[src/rtl/dac_pkg.sv]
// dac_pkg: frame layout constants and receiver state encoding shared by the DAC link TX and RX.
package dac_pkg;
  localparam int DAC_FRAME_BITS = 16;
  localparam int CFG_LSB = 0;
  localparam int CFG_W = 4;
  localparam int SAMPLE_LSB = 4;
  localparam int PAD_W = 2;
  typedef enum logic [1:0] {RESYNC, IDLE, SHIFT} dac_rx_state_t;
endpackage

[src/rtl/dac_frame_rx_sync_edge.sv]
// sync_edge: multi-stage input synchroniser with rise/fall pulses taken from the synchronised level.
module sync_edge #(
  parameter int STAGES = 2,
  parameter logic RST_VAL = 1'b0
) (
  input  logic clk_i,
  input  logic rst_i,
  input  logic d_i,
  output logic q_o,
  output logic rise_o,
  output logic fall_o
);
  logic [STAGES-1:0] sync_q;
  logic prev_q;
  always_ff @(posedge clk_i) begin
    if (rst_i) begin
      sync_q <= {STAGES{RST_VAL}};
      prev_q <= RST_VAL;
    end else begin
      sync_q <= {sync_q[STAGES-2:0], d_i};
      prev_q <= sync_q[STAGES-1];
    end
  end
  assign q_o = sync_q[STAGES-1];
  assign rise_o = q_o & ~prev_q;
  assign fall_o = ~q_o & prev_q;
endmodule

[src/rtl/dac_frame_rx.sv]
// dac_frame_rx: oversampling 3-wire DAC link receiver, LSB-first frames to a valid/ready sample output.
// Define DAC_RX_STATS_EN to add good-frame and frame-error counters.
module dac_frame_rx
  import dac_pkg::*;
#(
  parameter int WIDTH = 10,
  parameter int FRAME_BITS = DAC_FRAME_BITS,
  parameter int SYNC_STAGES = 2
) (
  input  logic             ipClk,
  input  logic             ipReset,
  input  logic             ipSCK,
  input  logic             ipCS,
  input  logic             ipSDI,
  input  logic             ipReady,
  output logic             opValid,
  output logic [WIDTH-1:0] opData,
  output logic [3:0]       opConfig,
  output logic             opFrameErr,
  output logic             opOverflow,
`ifdef DAC_RX_STATS_EN
  output logic [15:0]      opFrameCount,
  output logic [15:0]      opErrCount,
`endif
  output logic             opBusy
);
  localparam int CW = $clog2(FRAME_BITS + 2);
  localparam int IW = $clog2(FRAME_BITS);
  typedef logic [CW-1:0] cnt_t;
  localparam cnt_t CNT_FULL = cnt_t'(FRAME_BITS);
  localparam cnt_t CNT_MAX = cnt_t'(FRAME_BITS + 1);
  localparam cnt_t CNT_FLUSH = cnt_t'(SYNC_STAGES);
  logic sck_lvl, sck_rise, sck_fall, cs_lvl, cs_rise, cs_fall, sdi, good, load, unused_sck;
  logic [SYNC_STAGES-1:0] sdi_q;
  dac_rx_state_t state_q, state_d;
  cnt_t cnt_q, cnt_d;
  logic [FRAME_BITS-1:0] word_q, word_d;
  logic done_q, done_d;
  logic valid_q, valid_d, err_q, err_d, ovf_q, ovf_d;
  logic [WIDTH-1:0] data_q, data_d;
  logic [3:0] cfg_q, cfg_d;
  sync_edge #(.STAGES(SYNC_STAGES), .RST_VAL(1'b0)) u_sck (
    .clk_i(ipClk), .rst_i(ipReset), .d_i(ipSCK), .q_o(sck_lvl), .rise_o(sck_rise), .fall_o(sck_fall)
  );
  sync_edge #(.STAGES(SYNC_STAGES), .RST_VAL(1'b1)) u_cs (
    .clk_i(ipClk), .rst_i(ipReset), .d_i(ipCS), .q_o(cs_lvl), .rise_o(cs_rise), .fall_o(cs_fall)
  );
  assign unused_sck = sck_lvl ^ sck_fall;
  assign sdi = sdi_q[SYNC_STAGES-1];
  // Frames are evaluated one cycle after the CS rise, so word/count hold their final values here.
  assign good = (cnt_q == CNT_FULL) && (word_q[FRAME_BITS-1 -: PAD_W] == '0);
  assign load = done_q & good & (~valid_q | ipReady);
  always_comb begin
    state_d = state_q;
    cnt_d = cnt_q;
    word_d = word_q;
    done_d = 1'b0;
    unique case (state_q)
      RESYNC: begin
        // Wait for the synchroniser to refill with live pin values before trusting CS high.
        cnt_d = (cnt_q == CNT_FLUSH) ? cnt_q : cnt_q + 1'b1;
        state_d = (cnt_q == CNT_FLUSH && cs_lvl) ? IDLE : RESYNC;
      end
      IDLE: begin
        if (cs_fall) begin
          cnt_d = '0;
          word_d = '0;
          state_d = SHIFT;
        end
      end
      SHIFT: begin
        if (cs_rise) begin
          state_d = IDLE;
          done_d = 1'b1;
        end else if (sck_rise && !cs_lvl) begin
          if (cnt_q < CNT_FULL) word_d[cnt_q[IW-1:0]] = sdi;
          cnt_d = (cnt_q == CNT_MAX) ? cnt_q : cnt_q + 1'b1;
        end
      end
      default: state_d = RESYNC;
    endcase
    valid_d = load | (valid_q & ~ipReady);
    data_d = load ? word_q[SAMPLE_LSB +: WIDTH] : data_q;
    cfg_d = load ? word_q[CFG_LSB +: CFG_W] : cfg_q;
    err_d = done_q & ~good;
    ovf_d = done_q & good & valid_q & ~ipReady;
  end
  always_ff @(posedge ipClk) begin
    if (ipReset) begin
      sdi_q <= '0;
      state_q <= RESYNC;
      cnt_q <= '0;
      word_q <= '0;
      done_q <= 1'b0;
      valid_q <= 1'b0;
      data_q <= '0;
      cfg_q <= '0;
      err_q <= 1'b0;
      ovf_q <= 1'b0;
    end else begin
      sdi_q <= {sdi_q[SYNC_STAGES-2:0], ipSDI};
      state_q <= state_d;
      cnt_q <= cnt_d;
      word_q <= word_d;
      done_q <= done_d;
      valid_q <= valid_d;
      data_q <= data_d;
      cfg_q <= cfg_d;
      err_q <= err_d;
      ovf_q <= ovf_d;
    end
  end
`ifdef DAC_RX_STATS_EN
  logic [15:0] frame_cnt_q, err_cnt_q;
  always_ff @(posedge ipClk) begin
    if (ipReset) begin
      frame_cnt_q <= '0;
      err_cnt_q <= '0;
    end else begin
      if (done_q && good) frame_cnt_q <= frame_cnt_q + 16'd1;
      if (err_d) err_cnt_q <= err_cnt_q + 16'd1;
    end
  end
  assign opFrameCount = frame_cnt_q;
  assign opErrCount = err_cnt_q;
`endif
  assign opValid = valid_q;
  assign opData = data_q;
  assign opConfig = cfg_q;
  assign opFrameErr = err_q;
  assign opOverflow = ovf_q;
  assign opBusy = (state_q == SHIFT);
endmodule

[config.mk]
export PLATFORM = sky130hd
export DESIGN_NAME = dac_frame_rx
export DESIGN_NICKNAME = d
export VERILOG_FILES = /design/src/rtl/dac_pkg.sv /design/src/rtl/dac_frame_rx_sync_edge.sv /design/src/rtl/dac_frame_rx.sv
export SDC_FILE = /design/constraint.sdc
export NUM_CORES = 1
export LEC_CHECK = 0
export ABC_CLOCK_PERIOD_IN_PS = 5800
export CAP_MARGIN = 20
export CORE_MARGIN = 2
export CORE_UTILIZATION = 50
export CTS_CLUSTER_DIAMETER = 80
export DETAILED_ROUTE_END_ITERATION = 16
export PLACE_DENSITY_LB_ADDON = 0.1
export SLEW_MARGIN = 0
export SYNTH_ARGS = -nofsm -noshare
export SYNTH_HDL_FRONTEND = slang
export SYNTH_HIERARCHICAL = 1
export SYNTH_SLANG_ARGS = --single-unit
[constraint.sdc]
create_clock -name ipClk -period 5.8 [get_ports ipClk]
set_input_delay 0.58 -clock ipClk [delete_from_list [all_inputs] [get_ports ipClk]]
set_output_delay 0.58 -clock ipClk [all_outputs]
set_load 0.005 [all_outputs]
Word-level counts from Yosys, hierarchy flattened

Cells that the tools add are included.

Output and inout bits: 18
Register bits after elaboration: 49

Magnitude comparators: 3
Equal/unequal tests: 12
Reduce and logical (&&, ||, !) cells: 13
Add/subtract/negate cells: 1
Muxes and demuxes: 19
Bitwise logic cells: 18

Operators by type and width:

| kind                                                                                | number |
|---|---|
| 16-bit two-way mux                                                                  | 4 |
| 16-bit one-hot mux with 2 select lines                                              | 1 |
| 5-bit two-way mux                                                                   | 5 |
| 16-bit bitwise mux                                                                  | 1 |
| 5-bit one-hot mux with 3 select lines                                               | 1 |
| 5-bit equality test, second input constant                                          | 2 |
| 1-bit AND                                                                           | 9 |
| 2-bit inequality test, second input constant                                        | 4 |
| 1-bit NOT                                                                           | 7 |
| 2-bit by 1-bit inequality test with 1-bit output, second input constant             | 3 |
| 2-bit one-hot mux with 3 select lines                                               | 1 |
| 6-bit AND reduction                                                                 | 1 |
| 5-bit by 1-bit adder with 5-bit output, second input constant                       | 1 |
| 5-bit by 2-bit equality test with 1-bit output, second input constant               | 1 |
| 4-bit by 5-bit < comparator with 1-bit output, second input constant                | 1 |
| 5-bit < comparator, second input constant                                           | 1 |
| 5-bit AND reduction                                                                 | 1 |
| 1-bit demux with 4-bit select                                                       | 1 |
| 4-bit by 1-bit greater-or-equal comparator with 1-bit output, second input constant | 1 |
| 1-bit logical AND                                                                   | 4 |
| 2-bit logical NOT                                                                   | 2 |
| 2-bit two-way mux                                                                   | 2 |
| 1-bit two-way mux                                                                   | 3 |
| 3-bit nonzero test                                                                  | 1 |
| other kinds (7)                                                                     | 8 |

Longest topological paths before layout

Word-level depth: 9
Depth in mapped cells: 7
Depth with buffers taken out: 6

By module

The synthesis kept the hierarchy.

Modules (own cells, without submodules):

| module            | instances | area each (sq um) | seq. area each (sq um) | cells an instance |
|---|---|---|---|---|
| dac_frame_rx      | 1         | 1,895.6           | 860.8                  | 222 |
| sync_edge (u_cs)  | 1         | 92.6              | 60.1                   | 8 |
| sync_edge (u_sck) | 1         | 91.3              | 60.1                   | 8 |

Worst setup path after synthesis

Ideal clock, no wire load.

Kind: reg-to-reg
Start: reg cnt_q[0]
End: reg cnt_q[1]
Buffers on the path: 0
Stages on the path, launching flop included: 7
Period minus slack after synthesis: 1.831 ns
Data arrival time: 1.747 ns
Slack: 3.969 ns
Cells stage by stage: dfxtp_1 > inv_1 > ha_1 > or3b_4 > or4_4 > and2_4 > o31ai_2

Cells in the longest elaborated chain, start to end: 5
Elaborated cells between the ends (all ways): 11
Classes of those cells: add/sub (1); eq/ne (4); mux (5); reduce/logical (1)

Ends and longest elaborated chain:

| element                                | RTL line                               | source |
|---|---|---|
| from (decl)                            | dac_frame_rx.sv:36                     | `cnt_t cnt_q, cnt_d;` |
| from (signal assigned)                 | dac_frame_rx.sv:103                    | `cnt_q <= cnt_d;` |
| 5-bit by 1-bit adder with 5-bit output | dac_frame_rx.sv:61, dac_frame_rx.sv:77 |  |
| 5-bit two-way mux                      | dac_frame_rx.sv:77                     | `cnt_d = (cnt_q == CNT_MAX) ? cnt_q : cnt_q + 1'b1;` |
| 5-bit two-way mux                      | dac_frame_rx.sv:75                     | `end else if (sck_rise && !cs_lvl) begin` |
| 5-bit two-way mux                      | dac_frame_rx.sv:72                     | `if (cs_rise) begin` |
| 5-bit one-hot mux with 3 select lines  | dac_frame_rx.sv:58                     | `unique case (state_q)` |

Several ways; a longest one is shown, not always the timed one. The select of a mux whose other input is x is not followed.
A chain may end at the register's enable or synchronous reset.

==> impl_metrics.env <==
export IMPL_run_status="finished clean"
export IMPL_place_area_mm2=0.002317
export IMPL_hold_violations=0
export IMPL_leakage_nw=0.8257
export IMPL_irDropWorstVdd_mv=0.1926
export IMPL_setup_worst_path_end_class="flop"
export IMPL_syn_to_final_growth_pct=15.81
export IMPL_routabilityCongestion=0.8298
export IMPL_critPathMaxFanout=25
export IMPL_maxSlewViolCount=0
export IMPL_drt_wl_total_um=4149
export IMPL_worst_path_buf_inv=3
export IMPL_fmax_ghz=0.4133
export IMPL_finalSetupViolations=0
export IMPL_synthCells=237
export IMPL_numClockSinks=49
export IMPL_numPortBuffers=23
export IMPL_cts_resized_gates=0
export IMPL_cts_hold_buffers=0
export IMPL_dieArea_mm2=0.004678
export IMPL_cp_start_kind="input port"
export IMPL_cp_arrival_ns=2.63
export IMPL_post_route_min_period_ns=2.420
export IMPL_grt_pass1_vias=1465
export IMPL_cp_slowest_cell="clkdlybuf4s50_1"
export IMPL_final_area_mm2=0.002401
export IMPL_finalSetupTns_ns=0
export IMPL_syn_cell_area_mm2=0.002073
export IMPL_drive_above_1_share_pct=7.843
export IMPL_fp_dieH_um=68.40
export IMPL_core_area_mm2=0.004000
export IMPL_std_cell_rows=23
export IMPL_worst_ep_required_time_ns=6.01
export IMPL_grt_start_max_net_pins=29
export IMPL_tightest_slew_ns=0.9361
export IMPL_cp_top_family="buffers and inverters"
export IMPL_grt_overflow=0
export IMPL_dp_final_hpwl_um=2861
export IMPL_postRouteAntennaNets=0
export IMPL_final_util_pct=60.02
export IMPL_yosys_warnings=6
export IMPL_cts_tree="built"
export IMPL_cts_clk_slew_worst_paths_ns=0.08
export IMPL_postCtsSetupRepairBufs=0
export IMPL_avgSynthCellArea_um2=8.748
export IMPL_hp_class="reg -> reg"
export IMPL_grt_pass1_wl_um=6782
export IMPL_drt_iter0_markers=145
export IMPL_start_util_pct=51.83
export IMPL_final_nets=264
export IMPL_io_pins=24
export IMPL_grt_usage_pct=19.58
export IMPL_fin_skew_ns=0.009366
export IMPL_cellPowerDensity_mw_per_mm2=291.2
export IMPL_fillers=379
export IMPL_fp_dieW_um=68.40
export IMPL_slowest_delay_ns=0.75
export IMPL_firstDrtPassIters=4
export IMPL_route_detailed_drc=0
export IMPL_ctsRootBufferMaster="clkbuf_8"
export IMPL_fin_crit_sh_pct=41.72
export IMPL_cts_buffers=5
export IMPL_clock_path_buffers=2
export IMPL_path_cells="clkdlybuf4s50_1, inv_1, buf_4, nand2_1, o32ai_1"
export IMPL_htree_levels=2
export IMPL_clk_latency_ns=0.30
export IMPL_num_vias=1704
export IMPL_wire_per_inst_um=13.60
export IMPL_critical_path_class="in -> reg"
export IMPL_synthesis_nets=247
export IMPL_max_slew_margin_pct=37.41
export IMPL_num_antenna_cells=0
export IMPL_viasPerCell=5.587
export IMPL_cap_violations=0
export IMPL_rsz0062_at_grt="no"
export IMPL_antenna_found_initial=0
## power by group
| group | internal [mW] | total (mW) | switching (mW) |
|---|---|---|---|
| Sequential | 0.349 | 0.371 | 0.0222 |
| Combinational | 0.0542 | 0.134 | 0.0801 |
| Clock | 0.0854 | 0.194 | 0.108 |
| Total | 0.488 | 0.699 | 0.211 |
## cell usage in the layout (no fill, tap or decap), types with 2 or more instances in the layout
| master | n |
|---|---|
| o32ai_1 | 17 |
| clkdlybuf4s50_1 | 23 |
| ha_1 | 4 |
| dfxtp_1 | 49 |
| a21oi_1 | 20 |
| clkbuf_1 | 2 |
| or3b_2 | 2 |
| and3_1 | 2 |
| and4bb_2 | 2 |
| nand3b_1 | 2 |
| buf_4 | 3 |
| nand2_1 | 36 |
| nor2b_1 | 12 |
| clkbuf_8 | 5 |
| or2_1 | 3 |
| nor3b_1 | 2 |
| nand2b_1 | 3 |
| nor2_1 | 4 |
| or2_2 | 2 |
| nand4_1 | 2 |
| inv_1 | 4 |
| nor4_1 | 2 |
| o21ai_0 | 16 |
| nand3_1 | 21 |
| o21bai_1 | 2 |
## cell type report
class | instances | area, um^2 | area share, %
timing repair buffer | 26 | 252.7 | 10.53
multi-input combinational | 168 | 1006 | 41.90
inverter | 4 | 15.01 | 0.6253
clock inverter | 1 | 7.507 | 0.3127
clock buffer | 7 | 76.32 | 3.179
sequential | 49 | 980.9 | 40.85
tap | 50 | 62.56 | 2.606
## final timing paths
kind | cells past startpoint | end | start | slack [ns]
min reg2reg | 1 | u_cs/sync_q[1] | u_cs/sync_q[0] | 0.41
max | 5 | word_q[4] | ipReset | 3.38
min | 1 | u_cs/sync_q[1] | u_cs/sync_q[0] | 0.41
max reg2reg | 6 | opData[2] | cnt_q[1] | 3.42
## per-stage QoR
stage	total power [mW]	std cells	worst slack, ns	hold WS [ns]
final	0.6991	305	3.380	0.4116
after global routing	0.7374	305	3.108	0.4423
after CTS	0.7026	305	3.372	0.4162
after detailed placement	0.5109	297	3.050	0.3971
after global placement	0.5107	297	3.067	0.3859
after floorplan	0.4810	237	3.969	0.3832
## registers in the layout (all words and copies together) (netlist names), 2 cells and up
register and count:
u_sck/sync_q 2, state_q 2, sdi_q 2, opConfig 4, opData 10, u_cs/sync_q 2
cnt_q 5, word_q 16
## metal layers
| layer | part of all wire [%] | track usage [%] | up-vias |
|---|---|---|---|
| li1 | - | - | 888 |
| met1 | 50 | 26.61 | 763 |
| met2 | 44 | 28.97 | 45 |
| met3 | 4.8 | 5.428 | 8 |
| met4 | 2.0 | 8.250 | 0 |
| met5 | 0 | 0 | - |
No activity file was read; power rests on OpenSTA's default activity.
